[config.mk]
export PLATFORM = sky130hd
export DESIGN_NAME = uart_rx_scheduler
export DESIGN_NICKNAME = d
export VERILOG_FILES = /design/src/rtl/uart_rx_scheduler.sv
export SDC_FILE = /design/constraint.sdc
export NUM_CORES = 1
export LEC_CHECK = 0
export CAP_MARGIN = 10
export CORE_MARGIN = 10
export CORE_UTILIZATION = 41
export DETAILED_ROUTE_END_ITERATION = 10
export SETUP_SLACK_MARGIN = 0.3
export SLEW_MARGIN = 0
export SYNTH_ARGS = -nofsm -noshare
export SYNTH_HDL_FRONTEND = slang
export SYNTH_SLANG_ARGS = --single-unit
[constraint.sdc]
create_clock -name clk -period 2.3 [get_ports clk]
set_clock_uncertainty 0.05 [all_clocks]
set_input_delay 0.23 -clock clk [delete_from_list [all_inputs] [get_ports clk]]
set_output_delay 0.23 -clock clk [all_outputs]
set_load 0.02 [all_outputs]
[src/rtl/uart_rx_scheduler.sv]
// Scheduler behind the Hamming(7,4) UART receiver: oversample strobe, single-bit
// correction, nibble pairing with timeout, and a 4-entry byte FIFO with flags.
module uart_rx_scheduler #(
  parameter int CLK_DIV       = 16,
  parameter int TIMEOUT_TICKS = 255
) (
  input  logic       clk,
  input  logic       rst_n,
  input  logic       en,
  input  logic       clr,
  output logic       rx_ena,
  input  logic [6:0] rx_code,
  input  logic       rx_valid,
  input  logic [1:0] rx_state,
  output logic [7:0] m_data,
  output logic       m_valid,
  input  logic       m_ready,
  output logic       err_ovf,
  output logic       err_to,
  output logic [7:0] corr_cnt,
  output logic       pair_state
);

  localparam int              DW       = (CLK_DIV > 2) ? $clog2(CLK_DIV) : 1;
  localparam logic [DW-1:0]   DIV_LAST = DW'(CLK_DIV - 1);
  localparam logic [7:0]      TO_LAST  = 8'(TIMEOUT_TICKS - 1);
  localparam int              DPOS [4] = '{2, 4, 5, 6};

  typedef enum logic {
    WAIT_LO = 1'b0,
    WAIT_HI = 1'b1
  } pair_t;

  // ---------------------------------------------------------------------------
  // Oversample tick divider
  // ---------------------------------------------------------------------------
  logic [DW-1:0] div_cnt_reg;

  always_ff @(posedge clk or negedge rst_n) begin
    if (!rst_n) begin
      div_cnt_reg <= '0;
    end else if (!en || div_cnt_reg == DIV_LAST) begin
      div_cnt_reg <= '0;
    end else begin
      div_cnt_reg <= div_cnt_reg + 1'b1;
    end
  end

  assign rx_ena = en && (div_cnt_reg == DIV_LAST);

  // ---------------------------------------------------------------------------
  // Hamming(7,4) syndrome and data-bit correction
  // ---------------------------------------------------------------------------
  logic [2:0] syn;
  logic [3:0] nibble;

  assign syn[0] = rx_code[0] ^ rx_code[2] ^ rx_code[4] ^ rx_code[6];
  assign syn[1] = rx_code[1] ^ rx_code[2] ^ rx_code[5] ^ rx_code[6];
  assign syn[2] = rx_code[3] ^ rx_code[4] ^ rx_code[5] ^ rx_code[6];

  // A nonzero syndrome names the flipped position (1-based); parity-bit hits
  // need no data fix but still count as a correction.
  generate
    for (genvar gi = 0; gi < 4; gi++) begin : g_data_fix
      assign nibble[gi] = rx_code[DPOS[gi]] ^ (syn == 3'(DPOS[gi] + 1));
    end
  endgenerate

  logic valid_ok;
  logic corr_evt;
  logic to_tick;

  assign valid_ok = en && rx_valid;
  assign corr_evt = valid_ok && (syn != 3'd0);
  assign to_tick  = rx_ena && (rx_state == 2'b00);

  // ---------------------------------------------------------------------------
  // Pairing FSM
  // ---------------------------------------------------------------------------
  pair_t      state_reg, state_next;
  logic [3:0] lo_reg;
  logic [7:0] to_cnt_reg;
  logic       load_lo, push, to_clr, to_inc, to_expire;

  always_ff @(posedge clk or negedge rst_n) begin
    if (!rst_n) begin
      state_reg <= WAIT_LO;
    end else begin
      state_reg <= state_next;
    end
  end

  always_comb begin
    state_next = state_reg;
    load_lo    = 1'b0;
    push       = 1'b0;
    to_clr     = 1'b0;
    to_inc     = 1'b0;
    to_expire  = 1'b0;
    if (!en) begin
      state_next = WAIT_LO;
      to_clr     = 1'b1;
    end else begin
      unique case (state_reg)
        WAIT_LO: begin
          if (valid_ok) begin
            load_lo    = 1'b1;
            to_clr     = 1'b1;
            state_next = WAIT_HI;
          end
        end
        WAIT_HI: begin
          // A codeword arriving on the expiry tick still completes the pair.
          if (valid_ok) begin
            push       = 1'b1;
            state_next = WAIT_LO;
          end else if (to_tick) begin
            if (to_cnt_reg == TO_LAST) begin
              to_expire  = 1'b1;
              to_clr     = 1'b1;
              state_next = WAIT_LO;
            end else begin
              to_inc = 1'b1;
            end
          end
        end
        default: state_next = WAIT_LO;
      endcase
    end
  end

  always_ff @(posedge clk or negedge rst_n) begin
    if (!rst_n) begin
      to_cnt_reg <= '0;
    end else if (to_clr) begin
      to_cnt_reg <= '0;
    end else if (to_inc) begin
      to_cnt_reg <= to_cnt_reg + 8'd1;
    end
  end

  always_ff @(posedge clk or negedge rst_n) begin
    if (!rst_n) begin
      lo_reg <= '0;
    end else if (load_lo) begin
      lo_reg <= nibble;
    end else if (!en || to_expire) begin
      lo_reg <= '0;
    end
  end

  assign pair_state = state_reg;

  // ---------------------------------------------------------------------------
  // 4-entry byte FIFO
  // ---------------------------------------------------------------------------
  logic [7:0] mem_reg [4];
  logic [1:0] wr_ptr_reg, rd_ptr_reg;
  logic [2:0] count_reg;
  logic       full, pop, wr_ok, ovf_evt;
  logic [7:0] push_byte;

  assign push_byte = {nibble, lo_reg};
  assign full      = (count_reg == 3'd4);
  assign pop       = (count_reg != 3'd0) && m_ready;
  assign wr_ok     = push && (!full || pop);
  assign ovf_evt   = push && full && !pop;

  generate
    for (genvar gi = 0; gi < 4; gi++) begin : g_mem
      always_ff @(posedge clk or negedge rst_n) begin
        if (!rst_n) begin
          mem_reg[gi] <= '0;
        end else if (wr_ok && wr_ptr_reg == 2'(gi)) begin
          mem_reg[gi] <= push_byte;
        end
      end
    end
  endgenerate

  always_ff @(posedge clk or negedge rst_n) begin
    if (!rst_n) begin
      wr_ptr_reg <= '0;
      rd_ptr_reg <= '0;
      count_reg  <= '0;
    end else begin
      if (wr_ok) wr_ptr_reg <= wr_ptr_reg + 2'd1;
      if (pop)   rd_ptr_reg <= rd_ptr_reg + 2'd1;
      unique case ({wr_ok, pop})
        2'b10:   count_reg <= count_reg + 3'd1;
        2'b01:   count_reg <= count_reg - 3'd1;
        default: count_reg <= count_reg;
      endcase
    end
  end

  assign m_data  = mem_reg[rd_ptr_reg];
  assign m_valid = (count_reg != 3'd0);

  // ---------------------------------------------------------------------------
  // Host-visible flags; a setting event beats a same-cycle clear
  // ---------------------------------------------------------------------------
  logic       err_ovf_reg, err_to_reg;
  logic [7:0] corr_cnt_reg;

  always_ff @(posedge clk or negedge rst_n) begin
    if (!rst_n) begin
      err_ovf_reg  <= 1'b0;
      err_to_reg   <= 1'b0;
      corr_cnt_reg <= '0;
    end else begin
      if (ovf_evt)  err_ovf_reg <= 1'b1;
      else if (clr) err_ovf_reg <= 1'b0;

      if (to_expire) err_to_reg <= 1'b1;
      else if (clr)  err_to_reg <= 1'b0;

      if (corr_evt) begin
        if (clr)                        corr_cnt_reg <= 8'd1;
        else if (corr_cnt_reg != 8'hFF) corr_cnt_reg <= corr_cnt_reg + 8'd1;
      end else if (clr) begin
        corr_cnt_reg <= '0;
      end
    end
  end

  assign err_ovf  = err_ovf_reg;
  assign err_to   = err_to_reg;
  assign corr_cnt = corr_cnt_reg;

endmodule

==> impl_metrics.csv <==
group,metric,value,unit
setup_path,cp-startpoint,"rx_code[5]",
layout,drive_gt1_share,30.5,%
place,globalplace.congestion,0.774,
cts,insertion_delay,0.34,ns
sta,setup_viol,0,
synth,synth_edf_count,0,
synth,syn_avg_cell_area,11.0,sq um
grt,grt.total_usage,12.4,%
sta,tightest_slew,0.391,ns
synth,ys_types,52,
synth,ys_seq_area_share,46.1,%
synth,ys_ff_latch,66,
grt,antenna_found_initial,0,
layout,nets,419,
setup_path,endpoint_kind,"flip-flop",
power_and_ir_drop,peakVddDrop,0.431,mV
setup_path,required,2.48,ns
setup_path,reg2reg_depth,5,
floorplanning,core-area,8590,sq um
detailed_routing,via_count,2746,
power_and_ir_drop,power,0.00379,W
detailed_routing,postRouteAntennaNets,0,
status,status,"finished clean",
floorplanning,dieArea,12900,sq um
layout,area_growth,27.3,%
synth,ys_dominant_reg_cell,"dfrtp_1",
floorplanning,io_pins,36,
cts,clkTransAtPathRegs,0.07,ns
sta,max_freq,510,MHz
floorplanning,initial_core_util,41.7,%
setup_path,start_kind,"primary input",
sta,rsz0062_at_grt,"yes",
sta,hold_viol,0,
grt,grt_pass1_vias,2808,
cts,cts.sinks,66,
setup_path,r2r-start,"count_reg[0]",
synth,synthCells,325,
cts,cts_buffers,9,
cts,cts.path.max_buffers,2,
layout,largest_register_ffs,32,
detailed_routing,drtIter0Drc,111,
flow_run,cap_violations,0,
detailed_routing,drc,0,
detailed_routing,post_drt_via_cell_ratio,5.41,
cts,ctsRootBufferMaster,"clkbuf_8",
cts,cts_tree,"yes",
synth,ys_warn_count,0,
layout,multi_input_area,1920,sq um
sta,fin_tns_setup,0,ns
setup_path,arrival,2.14,ns
layout,num_antenna_cells,0,
power_and_ir_drop,p_per_area,831,nW/um^2
synth,syn_nets,349,
detailed_routing,drt_first_pass_iters,4,
sta,min_period_over_period,85.3,%
place,hpwl,5550,um
grt,grt_max_degree,67,
floorplanning,dieWidth,113,um
setup_path,crit_fanout,9,
sta,slew_headroom,73.7,%
detailed_routing,wl,7810,um
synth,async_flop_share,100,%
min_path,min_path_type,"in -> async",
grt,grt_pass1_wl,13300,um
synth,synth.cell_area,3580,sq um
floorplanning,rows,34,
detailed_routing,wl_per_cell,15.4,um
layout,seqCellArea,1650,sq um
grt,overflow,0,
place,io_buffers,35,
cts,htreeDepth,3,
sta,period_needed,1.96,ns
setup_path,critical_path_class,"in -> reg",
power_and_ir_drop,p_leak,2.04,nW
floorplanning,die-height,113,um
layout,nFillCells,800,
sta,slew_viol_final,0,
critical path: stages:
cell and delay, ns:
clkdlybuf4s50_1 0.50, buf_12 0.15, xnor2_4 0.14, xnor2_1 0.10, or4_1 0.42, o22ai_2 0.13
a211oi_2 0.05, buf_4 0.16, mux2_2 0.25
cells in the final DEF, fill, tap and decap left out, drive strengths merged, types with 5 or more instances in the layout:
cell and count:
a311oi 5, inv 10, ha 8, dfrtp 66, buf 37, nor2 20
a21oi 20, nand2 19, nand4 9, mux2 33, and3 6, o21ai 19
nand3 11, and2 9, nor3 8, clkbuf 17, clkdlybuf4s50 23, mux4 8
xor2 8, xnor2 16
cells in the mapped netlist, types with 7 or more instances:
cell type,number,area share [%]
inv_1,10,1.0
xor2_1,7,1.7
mux4_2,8,5.0
o21ai_0,18,2.5
nand3_1,11,1.5
ha_1,8,2.8
nand4_1,9,1.6
nor3_1,8,1.1
dfrtp_1,66,46
and2_1,8,1.4
nand2_1,19,2.0
nor2_1,19,2.0
xnor2_1,14,3.4
mux2_2,31,9.7
a21oi_1,20,2.8
power by group:
group | internal [W] | leakage [nW] | switching, W
Clock | 0.000493 | 0.0958 | 0.000431
Sequential | 0.00143 | 0.879 | 0.000202
Combinational | 0.000670 | 1.06 | 0.000558
routing by layer:
layer  up-vias  wire [um]  GRT usage [%]
met5         -          0              0
met3        12        369           4.62
li1       1327          -              -
met4         0         93           2.79
met1      1358       3460           14.7
met2        49       3890           21.0
final cells by class:
class / count / area share [%]
Clock inverter: 6 / 1.26
Sequential cell: 66 / 36.3
Clock buffer: 10 / 2.80
Timing Repair Buffer: 72 / 13.7
Tap cell: 108 / 2.96
Inverter: 10 / 0.823
Multi-Input combinational cell: 236 / 42.2
path summary, 6_finish.rpt:
check	slack [ns]	end
max	0.34	mem_reg[14]
min	0.39	mem_reg[14]
max reg2reg	0.39	count_reg[1]
min reg2reg	0.44	mem_reg[15]
max in group asynchronous	1.51	rd_ptr_reg[0]
min in group clk	0.44	mem_reg[15]
logic make-up (layout without fill, tap and decap cells):
family	after synthesis	count (layout)	share of synthesized area, %
and+or+nand+nor	98	98	14.4
DFF	66	66	46.1
AOI/OAI and AO/OA	63	63	10.9
muxes	42	42	15.7
xor gates and xnor gates	24	24	6.81
buffers and inverters	23	98	2.76
adders and majority gates	9	9	3.35
repair_timing:
item | 4_1_cts | 5_1_grt
pin swaps | 0 | 7
setup endpoints to repair | 23 | 47
resized for setup | 21 | 31
setup buffers | 2 | 5
endpoints found under the hold margin | 66 | 0
hold buffers | 1 | 0
stage by stage:
step / std cells / cell area (sq um) / hold slack, ns / setup slack [ns] / utilization [%]
4_1_cts: 503 / 4460 / 0.398 / 0.271 / 52.0
5_1_grt: 508 / 4560 / 0.427 / 0.254 / 53.1
6_report: 508 / 4560 / 0.386 / 0.339 / 53.1
3_3_place_gp: 484 / 4250 / 0.226 / -0.0805 / 49.4
2_1_floorplan: 325 / 3580 / -0.116 / 0.322 / -
3_5_place_dp: 484 / 4250 / 0.225 / -0.138 / 49.4
(Power assumes the default switching activity.)
